<file path="src/rtl/entropy_harvester_pkg.sv">
// Shared types and constants for the entropy harvester and its health-test helpers.
package entropy_harvester_pkg;

    typedef enum logic [1:0] {
        WARMUP  = 2'd0,
        COLLECT = 2'd1,
        FAULT   = 2'd2
    } harvest_state_t;

    localparam logic [31:0] LFSR_POLY = 32'h8020_0003;
    localparam logic [31:0] LFSR_SEED = 32'hACE1_5EED;
    localparam int          OVERRUN_W = 16;

    // Right-shifting Galois step: the bit shifted out selects the tap mask.
    function automatic logic [31:0] lfsr_next(input logic [31:0] state);
        return {1'b0, state[31:1]} ^ (state[0] ? LFSR_POLY : 32'h0);
    endfunction

endpackage

</file>
<file path="src/rtl/entropy_rep_test.sv">
// Repetition-count health test: flags a sample that would make REP_LIMIT identical samples in a row.
module entropy_rep_test #(
    parameter int REP_LIMIT = 8
) (
    input  logic       clk,
    input  logic       rst,
    input  logic       sample_en,
    input  logic [7:0] sample,
    output logic       fail
);
    localparam int CNT_W = $clog2(REP_LIMIT + 1);

    logic [7:0]       prev_q;
    logic [CNT_W-1:0] rep_cnt;
    logic             repeat_hit;

    // rep_cnt == 0 means no sample has been seen yet, so the reset value of prev_q never matches.
    assign repeat_hit = (rep_cnt != '0) && (sample == prev_q);
    assign fail       = sample_en && repeat_hit && (rep_cnt == CNT_W'(REP_LIMIT - 1));

    always_ff @(posedge clk) begin
        if (rst) begin
            prev_q  <= '0;
            rep_cnt <= '0;
        end else if (sample_en) begin
            prev_q <= sample;
            if (!repeat_hit) begin
                rep_cnt <= CNT_W'(1);
            end else if (rep_cnt != CNT_W'(REP_LIMIT)) begin
                rep_cnt <= rep_cnt + CNT_W'(1);
            end
        end
    end

endmodule

</file>
<file path="src/rtl/entropy_harvester.sv">
// Entropy harvester: decimates raw_dat, health-tests every sample and packs bytes into valid/ready words.
// Define ENTROPY_HARVESTER_WHITEN_EN to XOR each delivered word with a 32-bit Galois LFSR.
module entropy_harvester
    import entropy_harvester_pkg::*;
#(
    parameter int OUT_WIDTH     = 32,
    parameter int SAMPLE_DIV    = 4,
    parameter int WARMUP_CYCLES = 256,
    parameter int REP_LIMIT     = 8
) (
    input  logic                 clk,
    input  logic                 rst,
    input  logic [7:0]           raw_dat,
    output logic [OUT_WIDTH-1:0] out_data,
    output logic                 out_valid,
    input  logic                 out_ready,
    output logic                 health_fail,
    output logic [OVERRUN_W-1:0] overrun_cnt
);
    localparam int BYTES  = OUT_WIDTH / 8;
    localparam int FILL_W = $clog2(BYTES + 1);
    localparam int DIV_W  = (SAMPLE_DIV > 1) ? $clog2(SAMPLE_DIV) : 1;
    localparam int WARM_W = (WARMUP_CYCLES > 1) ? $clog2(WARMUP_CYCLES) : 1;

    harvest_state_t       state;
    logic [WARM_W-1:0]    warm_cnt;
    logic [DIV_W-1:0]     div_cnt;
    logic [7:0]           raw_q;
    logic [OUT_WIDTH-1:0] acc;
    logic [OUT_WIDTH-1:0] load_word;
    logic [FILL_W-1:0]    fill_cnt;
    logic                 strobe;
    logic                 word_full;
    logic                 can_load;
    logic                 accept;
    logic                 drop;
    logic                 rep_fail;

    assign strobe    = (state == COLLECT) && (div_cnt == DIV_W'(SAMPLE_DIV - 1));
    assign word_full = (fill_cnt == FILL_W'(BYTES));
    assign can_load  = word_full && (!out_valid || out_ready);
    // A strobe in a load cycle starts the next word; a strobe against a stuck full word is dropped.
    assign accept    = strobe && !rep_fail && (can_load || !word_full);
    assign drop      = strobe && !rep_fail && word_full && !can_load;

    entropy_rep_test #(
        .REP_LIMIT (REP_LIMIT)
    ) u_rep_test (
        .clk       (clk),
        .rst       (rst),
        .sample_en (strobe),
        .sample    (raw_q),
        .fail      (rep_fail)
    );

`ifdef ENTROPY_HARVESTER_WHITEN_EN
    logic [31:0] lfsr_q;

    always_ff @(posedge clk) begin
        if (rst) begin
            lfsr_q <= LFSR_SEED;
        end else if (accept) begin
            lfsr_q <= lfsr_next(lfsr_q);
        end
    end

    assign load_word = acc ^ OUT_WIDTH'(lfsr_q);
`else
    assign load_word = acc;
`endif

    always_ff @(posedge clk) begin
        if (rst) begin
            raw_q <= '0;
        end else begin
            raw_q <= raw_dat;
        end
    end

    always_ff @(posedge clk) begin
        if (rst) begin
            state       <= WARMUP;
            warm_cnt    <= '0;
            div_cnt     <= '0;
            acc         <= '0;
            fill_cnt    <= '0;
            out_data    <= '0;
            out_valid   <= 1'b0;
            health_fail <= 1'b0;
            overrun_cnt <= '0;
        end else begin
            unique case (state)
                WARMUP: begin
                    if (warm_cnt == WARM_W'(WARMUP_CYCLES - 1)) begin
                        state    <= COLLECT;
                        warm_cnt <= '0;
                    end else begin
                        warm_cnt <= warm_cnt + WARM_W'(1);
                    end
                end
                COLLECT: begin
                    div_cnt <= strobe ? '0 : div_cnt + DIV_W'(1);
                    if (rep_fail) begin
                        state       <= FAULT;
                        health_fail <= 1'b1;
                        out_valid   <= 1'b0;
                    end else begin
                        if (out_valid && out_ready) begin
                            out_valid <= 1'b0;
                        end
                        if (can_load) begin
                            out_data  <= load_word;
                            out_valid <= 1'b1;
                            fill_cnt  <= strobe ? FILL_W'(1) : '0;
                        end else if (strobe && !word_full) begin
                            fill_cnt <= fill_cnt + FILL_W'(1);
                        end
                        if (accept) begin
                            acc <= {acc[OUT_WIDTH-9:0], raw_q};
                        end
                        if (drop && (overrun_cnt != '1)) begin
                            overrun_cnt <= overrun_cnt + OVERRUN_W'(1);
                        end
                    end
                end
                FAULT: begin
                    out_valid   <= 1'b0;
                    health_fail <= 1'b1;
                end
                default: state <= FAULT;
            endcase
        end
    end

endmodule

</file>
<file path="config.mk">
export PLATFORM = sky130hd
export DESIGN_NAME = entropy_harvester
export DESIGN_NICKNAME = d
export VERILOG_FILES = /design/src/rtl/entropy_harvester_pkg.sv /design/src/rtl/entropy_rep_test.sv /design/src/rtl/entropy_harvester.sv
export SDC_FILE = /design/constraint.sdc
export NUM_CORES = 1
export LEC_CHECK = 0
export CAP_MARGIN = 25
export CORE_UTILIZATION = 45
export CTS_CLUSTER_DIAMETER = 150
export DETAILED_ROUTE_END_ITERATION = 10
export PLACE_DENSITY_LB_ADDON = 0.1
export SYNTH_ARGS = -nofsm -noshare
export SYNTH_HDL_FRONTEND = slang
export SYNTH_SLANG_ARGS = --single-unit
</file>
<file path="constraint.sdc">
create_clock -name clk -period 2.5 [get_ports clk]
set_input_delay 0.625 -clock clk [delete_from_list [all_inputs] [get_ports clk]]
set_output_delay 0.625 -clock clk [all_outputs]
set_load 0.01 [all_outputs]
</file>
### Word level (Yosys, flattened, before mapping)

Cells that the tools add are included.

| word-level totals | value |
|---|---|
| input port bits | 11 |
| register bits after elaboration | 117 |
| output and inout bits | 50 |
| RAM bits | 0 |
| bits in latches | 0 |
| ROM bits | 0 |
| memories | 0 |

| operators by class | value |
|---|---|
| magnitude comparators | 0 |
| shifts and indexed selects | 0 |
| bitwise logic cells | 2 |
| muxes and demuxes | 16 |
| multipliers | 0 |
| equality and inequality tests | 13 |
| div/mod/pow operators | 0 |
| $add $sub $neg | 5 |
| reductions and logical operators | 30 |

Operators with widths:

| cell | count |
|---|---|
| adder 16 x 1 -> 16 bit, second input constant | 1 |
| != test 16 bit, second input constant | 1 |
| AND reduction 3 bit | 5 |
| logical AND 1 bit | 12 |
| adder 8 x 1 -> 8 bit, second input constant | 1 |
| == test 8 bit | 1 |
| == test 8 bit, second input constant | 1 |
| two-way mux 4 bit | 2 |
| two-way mux 8 bit | 1 |
| two-way mux 2 bit | 3 |
| two-way mux 3 bit | 2 |
| != test 2 bit, second input constant | 3 |
| one-hot mux 2 bit (3 select lines) | 1 |
| AND reduction 2 bit | 3 |
| two-way mux 1 bit | 5 |
| adder 4 x 1 -> 4 bit, second input constant | 1 |
| == test 2 bit, second input constant | 2 |
| == test 4 x 3 -> 1 bit, second input constant | 1 |
| logical NOT 1 bit | 4 |
| != test 4 x 3 -> 1 bit, second input constant | 1 |
| != test 4 bit, second input constant | 1 |
| one-hot mux 1 bit (2 select lines) | 2 |
| nonzero test 2 bit | 2 |
| nonzero test 4 bit | 1 |
| 7 further kinds | 9 |

### Depth between registers and ports, before layout

Gate-level depths: netlist of run 1.

| logic depth | value |
|---|---|
| word-level depth | 10 |
| depth in mapped cells | 12 |
| gate-level depth less buffers | 8 |

### Cells and area by module

Synthesis of run 1 repeated with hierarchy kept, for this count alone.

| second synthesis, totals | value |
|---|---|
| cell total of the unflattened synthesis | 560 |
| area, all modules | 4,744.6 µm² |

Modules (own cells, without submodules):

| module | sequential area each (µm²) | area each (µm²) | cells an instance | instances |
|---|---|---|---|---|
| entropy_harvester | 2,102.0 | 4,076.4 | 489 | 1 |
| entropy_rep_test | 240.2 | 668.1 | 71 | 1 |

### Worst setup path after synthesis of run 1

Ideal clock, no wire load.

| timing | value |
|---|---|
| path type | reg-to-reg |
| start | register state[1] |
| end | register out_data[0] |
| path buffers | 3 |
| data required time | 2.372 ns |
| period minus slack after synthesis | 2.185 ns |
| path slack | 0.315 ns |
| cell stages (with the launch flop) | 12 |
| library setup time | 0.128 ns |
| arrival time | 2.057 ns |
| cells stage by stage | dfxtp_1 -> inv_1 -> ha_1 -> buf_6 -> and2_4 -> nand4_1 -> or4_1 -> buf_2 -> nand3_4 -> buf_12 -> mux2i_1 -> nor2_1 |

| on the way | value |
|---|---|
| word-level cells in the longest chain between the ends | 6 |

RTL lines:

| what | line | RTL |
|---|---|---|
| from (decl) | entropy_harvester.sv:25 | `harvest_state_t state;` |
| from (signal assigned) | entropy_harvester.sv:82 | `state <= WARMUP;` |
| from (signal assigned) | entropy_harvester.sv:95 | `state <= COLLECT;` |
| from (signal assigned) | entropy_harvester.sv:104 | `state <= FAULT;` |
| == test 2 x 1 -> 1 bit * | entropy_harvester.sv:39, entropy_harvester.sv:92 |  |
| logical AND 1 bit | entropy_harvester.sv:39 | `assign strobe = (state == COLLECT) && (div_cnt == DIV_W'(SAMPLE_DIV - 1));` |
| logical AND 1 bit (2 in a row) | entropy_rep_test.sv:19 | `assign fail = sample_en && repeat_hit && (rep_cnt == CNT_W'(REP_LIMIT - 1));` |
| inverter 1 bit (no source line) | n/a |  |
| AND reduction 3 bit (no source line) * | n/a |  |
| to (signal assigned) | entropy_harvester.sv:112 | `out_data <= load_word;` |
| to (decl) | entropy_harvester.sv:14 | `output logic [OUT_WIDTH-1:0] out_data,` |

Mark *: on every way between the ends. The rest lies on a longest branch, timed or not.
A chain may end at the register's enable or synchronous reset.

### Final worst setup path of run 1

| timing | value |
|---|---|
| start | register u_rep_test.rep_cnt[0] |
| end | register out_data[26] |

| on the way | value |
|---|---|
| word-level cells in the longest chain between the ends | 6 |

RTL lines:

| what | line | RTL |
|---|---|---|
| from (decl) | entropy_rep_test.sv:14 | `logic [CNT_W-1:0] rep_cnt;` |
| from (signal assigned) | entropy_rep_test.sv:30 | `rep_cnt <= rep_cnt + CNT_W'(1);` |
| nonzero test 4 bit | entropy_rep_test.sv:18 | `assign repeat_hit = (rep_cnt != '0) && (sample == prev_q);` |
| logical AND 1 bit | entropy_rep_test.sv:18 |  |
| logical AND 1 bit | entropy_rep_test.sv:19 |  |
| logical AND 1 bit * | entropy_rep_test.sv:19 |  |
| inverter 1 bit (no source line) * | n/a |  |
| AND reduction 3 bit (no source line) * | n/a |  |

Marked as above.

==> run_results.csv, run 1 <==
group,metric,value,unit
route,avgRoutedWirePerCell,12.5,um
final_layout,layout-drive-gt1-share,0.0890,
clocking,clk_path_buf_depth,2,
critical_path,arrival,2.64,ns
final_layout,nNetsFinal,615,
power,power,4.61,mW
final_layout,antenna_cells,0,
floorplanning,die_area,0.0110,mm2
sta,max_freq,445,MHz
global_route,antenna_found_initial,0,
min_path,worstHoldEndpoint,"acc[31]",
clocking,clk_transition_reported_paths,0.06,ns
global_route,grt_pass1_vias,3379,
floorplanning,coreArea,0.0103,mm2
place,dp_slack,0.158,ns
clocking,clock_latency,0.51,ns
place,numPortBuffers,60,
final_layout,final_common_cell,"dfxtp_1",
synth,ys_warn_count,0,
global_route,grt.total_usage,0.179,
critical_path,start_kind,"flip-flop",
power,p_per_area,768,mW/mm2
critical_path,critPathKind,"reg2reg",
synth,synth-async-reset-ratio,0,
route,drtPass1Iterations,4,
clocking,cts_setup_buffers,0,
critical_path,setup.worst_path.end_class,"flip-flop",
critical_path,crit_required,2.89,ns
synth,synthDistinctLibCells,45,
clocking,cts_tree,"yes",
synth,syn_area_per_cell,8.98,um2
route,drc_errors,0,
final_layout,num-fill-cells,941,
final_layout,synthToLayoutAreaGrowth,25.8,%
floorplanning,fp-row-count,37,
route,drt-total-wl,9.26,mm
synth,seq_area_frac_synth,0.491,
critical_path,worstReg2RegEnd,"out_data[26]",
synth,synthesis.area,0.00477,mm2
synth,ys_ff_latch,117,
place,hpwlAfterDp,6.02,mm
clocking,ctsResizeCount,0,
run,cap_violations,0,
power,p_leak,2.35,nW
floorplanning,initial_core_util,0.462,
min_path,holdPathStages,2,
critical_path,reg2reg_depth,9,
min_path,hold_path.startpoint,"acc[31]",
critical_path,r2r_setup_slack,0.25,ns
global_route,grt_start_max_net_pins,47,
floorplanning,die_width,105,um
sta,slew_viol_final,0,
critical_path,worst_r2r_startpoint,"u_rep_test.rep_cnt[0]",
route,ant_nets,0,
floorplanning,dieHeight,105,um
route,drt-initial-drc-count,115,
clocking,clock_sinks,117,
sta,timing.setup.tns,0,ns
clocking,cts_hold_buffers,0,
final_layout,utilization,0.581,
sta,finalHoldViolations,0,
final_layout,final_cell_mix,"dfxtp_1 (117), nand2_1 (97), nor2_1 (68)",
sta,fin_skew,0.00875,ns
synth,syn_nets,552,
final_layout,finalNonFillerCells,743,
floorplanning,ios,61,
sta,period_minus_slack,2.25,ns
critical_path,cp_max_fo,33,
clocking,cts_root_buffer,"clkbuf_8",
global_route,grt_pass1_wl,15.6,mm
sta,setup_viol,0,
status,status,"finished clean",
sta,setup_ws,0.253,ns
clocking,cts_buffers,17,
sta,tightest_slew,0.519,ns
place,placed_cells,711,
synth,synth_flop_cell,"dfxtp_1",
min_path,worst_hold_path_type,"reg2reg",
power,ir_drop,306,uV
synth,netlist_instances,531,
sta,rsz0062_at_grt,"false",
global_route,gr-total-overflow,0,
place,place_congestion,0.801,
clocking,cts_max_level,4,
synth,synth-edff-count,0,
route,route.vias.total,3654,
sta,fin_crit_sh,0.899,
route,viasPerCell,4.92,
sta,max_slew_margin,0.654,
state kept, by name, summed over array words and instances (netlist names), 3 cells and up:
register and cells:
acc 32, fill_cnt 3, out_data 32, overrun_cnt 16, raw_q 8, u_rep_test.prev_q 8, u_rep_test.rep_cnt 4, warm_cnt 8
cell usage after synthesis, types with 2 or more instances:
library cell | count | area share
nor2b_1 | 9 | 0.012
inv_1 | 14 | 0.011
a211oi_1 | 2 | 0.0031
nor2_1 | 68 | 0.054
o2111ai_1 | 2 | 0.0037
and3_1 | 5 | 0.0066
o21ai_0 | 3 | 0.0031
xor2_1 | 12 | 0.022
xnor2_1 | 17 | 0.031
mux2i_1 | 35 | 0.073
buf_4 | 3 | 0.0047
nand2_2 | 2 | 0.0026
nor3_1 | 2 | 0.0021
dfxtp_1 | 117 | 0.49
nand3_1 | 17 | 0.018
a21oi_1 | 53 | 0.056
buf_12 | 3 | 0.013
nor3b_1 | 4 | 0.0063
nand2_1 | 97 | 0.076
clkbuf_1 | 15 | 0.012
or3_1 | 4 | 0.0052
buf_6 | 6 | 0.014
ha_1 | 10 | 0.026
buf_2 | 2 | 0.0021
nand4_1 | 9 | 0.012
how the worst max path moves through the flow:
stage                     startpoint         endpoint  slack [ns]  cells after the start
2_1_floorplan               state[1]      out_data[0]        0.32                     11
3_3_place_gp               out_ready  overrun_cnt[15]        0.19                      7
3_5_place_dp               out_ready  overrun_cnt[15]        0.16                      7
4_1_cts                     state[1]     out_data[16]        0.24                      9
5_1_grt                     state[1]     out_data[10]        0.08                      9
6_report       u_rep_test.rep_cnt[0]     out_data[26]        0.25                      9
power breakdown:
group | internal [mW] | switching, mW | total, mW
combinational | 0.174 | 0.220 | 0.394
sequential | 1.92 | 0.0441 | 1.97
clock | 1.41 | 0.833 | 2.25
total | 3.51 | 1.10 | 4.61
critical path, cell delays in order, from the launching register on:
cell and delay [ns]:
dfxtp_1 0.40, inv_1 0.06, ha_1 0.22, nand2b_1 0.11
o2111ai_1 0.12, or4_1 0.54, nand3_4 0.14, buf_12 0.23
mux2i_1 0.21, nor2_1 0.06
metal layers:
layer | share of wire | GRT usage
met4 | 0.021 | 0.0875
met5 | 0 | 0
met2 | 0.46 | 0.275
met3 | 0.033 | 0.0499
met1 | 0.48 | 0.230
cell families (layout without fill, tap and decap cells):
kind of cell | Yosys count | after routing | synth area share
compound gates | 68 | 68 | 0.0813
xor+xnor | 29 | 29 | 0.0532
fa+ha+maj | 10 | 10 | 0.0262
buf+inv | 43 | 119 | 0.0564
flops | 117 | 117 | 0.491
mux | 36 | 36 | 0.0758
simple gates | 228 | 228 | 0.216
layout make-up:
type | instances | area (um2) | area share
clock buffers | 20 | 425 | 0.0709
repair buffers | 73 | 721 | 0.120
clock inverters | 12 | 131 | 0.0219
inverters | 14 | 52.6 | 0.00876
well taps | 136 | 170 | 0.0284
flip-flops and latches | 117 | 2340 | 0.390
multi-input cells | 371 | 2160 | 0.360
through the flow:
| stage | instance area (um2) | hold WS (ns) |
|---|---|---|
| 6_report | 6000 | 0.456 |
| 5_1_grt | 6000 | 0.473 |
| 4_1_cts | 6000 | 0.456 |
| 3_5_place_dp | 5450 | 0.448 |
| 3_3_place_gp | 5450 | 0.445 |
| 2_1_floorplan | 4770 | 0.436 |
No activity file was read; power rests on OpenSTA's default activity.
==> run 2: changes to the inputs <==
--- a/config.mk
+++ b/config.mk
@@ -9,7 +9,8 @@
 export CORE_UTILIZATION = 45
 export CTS_CLUSTER_DIAMETER = 150
 export DETAILED_ROUTE_END_ITERATION = 10
-export PLACE_DENSITY_LB_ADDON = 0.1
+export DONT_BUFFER_PORTS = 1
+export PLACE_DENSITY = 0.65
 export SYNTH_ARGS = -nofsm -noshare
 export SYNTH_HDL_FRONTEND = slang
 export SYNTH_SLANG_ARGS = --single-unit
==> run 2 against run 1 <==
Design area decreased by 10%. Die area unchanged. Combinational power fell by 18%. Sequential share of layout area increased by 4.4 points. Utilization decreased by 6.0 points.
==> run_results.csv, run 2 (synthesized netlist as in run 1, its figures left out) <==
group,metric,value,unit
clocking,ctsResizeCount,0,
critical_path,critPathKind,"reg2reg",
global_route,gr-total-overflow,0,
final_layout,nNetsFinal,550,
final_layout,layout-drive-gt1-share,0.0941,
final_layout,final_cell_mix,"dfxtp_1 (117), nand2_1 (97), nor2_1 (68)",
sta,max_freq,448,MHz
floorplanning,die_width,105,um
clocking,cts_max_level,4,
sta,fin_crit_sh,0.893,
critical_path,worstReg2RegEnd,"out_data[3]",
clocking,clk_transition_reported_paths,0.06,ns
clocking,clk_path_buf_depth,2,
critical_path,cp-endpoint,"out_data[3]",
status,status,"finished clean",
global_route,antenna_found_initial,0,
sta,period_minus_slack,2.23,ns
route,route.vias.total,3436,
final_layout,antenna_cells,0,
place,place_congestion,0.769,
clocking,cts_setup_buffers,0,
sta,timing.setup.tns,0,ns
min_path,worst_hold_path_type,"in2reg",
final_layout,final_common_cell,"dfxtp_1",
route,drtPass1Iterations,4,
clocking,cts_hold_buffers,0,
floorplanning,fp-row-count,37,
critical_path,arrival,2.63,ns
final_layout,synthToLayoutAreaGrowth,12.9,%
final_layout,reg_top3,"acc x32, out_data x32, overrun_cnt x16",
sta,slew_viol_final,0,
clocking,cts_root_buffer,"clkbuf_8",
power,p_per_area,857,mW/mm2
place,hpwlAfterDp,5.77,mm
route,ant_nets,0,
critical_path,reg2reg_depth,8,
global_route,grt.total_usage,0.172,
critical_path,cp_max_fo,33,
sta,setup_viol,0,
critical_path,r2r_setup_slack,0.27,ns
place,numPortBuffers,0,
route,viasPerCell,5.07,
sta,finalHoldViolations,0,
sta,fin_skew,0.00863,ns
route,drc_errors,0,
critical_path,setup.worst_path.end_class,"flip-flop",
global_route,grt_pass1_wl,15.3,mm
clocking,cts_tree,"yes",
sta,rsz0062_at_grt,"false",
critical_path,crit_required,2.90,ns
floorplanning,initial_core_util,0.462,
critical_path,start_kind,"flip-flop",
clocking,cts_buffers,17,
min_path,holdPathStages,1,
critical_path,worstSetupStartpoint,"div_cnt[0]",
floorplanning,die_area,0.0110,mm2
global_route,grt_start_max_net_pins,115,
route,avgRoutedWirePerCell,13.4,um
floorplanning,ios,61,
route,drt-total-wl,9.10,mm
floorplanning,coreArea,0.0103,mm2
power,power,4.62,mW
power,p_leak,2.13,nW
sta,max_slew_margin,0.693,
sta,tightest_slew,0.459,ns
critical_path,worst_r2r_startpoint,"div_cnt[0]",
power,ir_drop,422,uV
route,drt-initial-drc-count,216,
clocking,clock_latency,0.51,ns
clocking,clock_sinks,117,
floorplanning,dieHeight,105,um
global_route,grt_pass1_vias,3335,
run,cap_violations,0,
[run 2: worst min-delay path by stage]
stage | from | endpoint | slack (ns)
3_5_place_dp | acc[31] | acc[31] | 0.44
5_1_grt | rst | raw_q[1] | 0.17
2_1_floorplan | acc[24] | acc[24] | 0.44
4_1_cts | rst | raw_q[1] | 0.17
3_3_place_gp | acc[28] | acc[28] | 0.44
6_report | rst | raw_q[1] | 0.20
[run 2: worst max-delay path, stage by stage (launching register included)]
cell and delay (ns):
dfxtp_1 0.36, ha_1 0.22, and2_4 0.16, nand4_1 0.08
or4_1 0.63, nand3_4 0.13, buf_12 0.25, mux2i_1 0.23
nor2_1 0.06
[run 2: cell type report]
type                    instances  area [um2]
repair buffers                  8        85.1
fillers                       940        4940
inverters                      14        52.6
multi-input cells             371        2160
flip-flops and latches        117        2340
clock buffers                  18         428
well taps                     136         170
clock inverters                14         150
[run 2: stage by stage]
step / cell area, um2 / setup slack (ns) / hold slack (ns) / util / instances
after floorplan: 4770 / 0.315 / 0.436 / - / 531
after global placement: 4810 / 0.324 / 0.439 / 0.466 / 646
after detailed placement: 4810 / 0.291 / 0.443 / 0.466 / 646
after CTS: 5390 / 0.261 / 0.174 / 0.522 / 678
after global routing: 5390 / 0.127 / 0.170 / 0.522 / 678
final: 5390 / 0.268 / 0.198 / 0.522 / 678
[run 2: routing by layer]
metal / track usage / part of all wire
met2: 0.272 / 0.47
met3: 0.0680 / 0.053
met5: 0 / 0
met4: 0.0684 / 0.011
met1: 0.210 / 0.47
[run 2: power by group]
group / internal [mW] / total [mW] / leakage [nW] / switching, mW
clock network: 1.45 / 2.33 / 0.278 / 0.877
logic: 0.147 / 0.324 / 0.909 / 0.176
registers: 1.92 / 1.97 / 0.945 / 0.0453
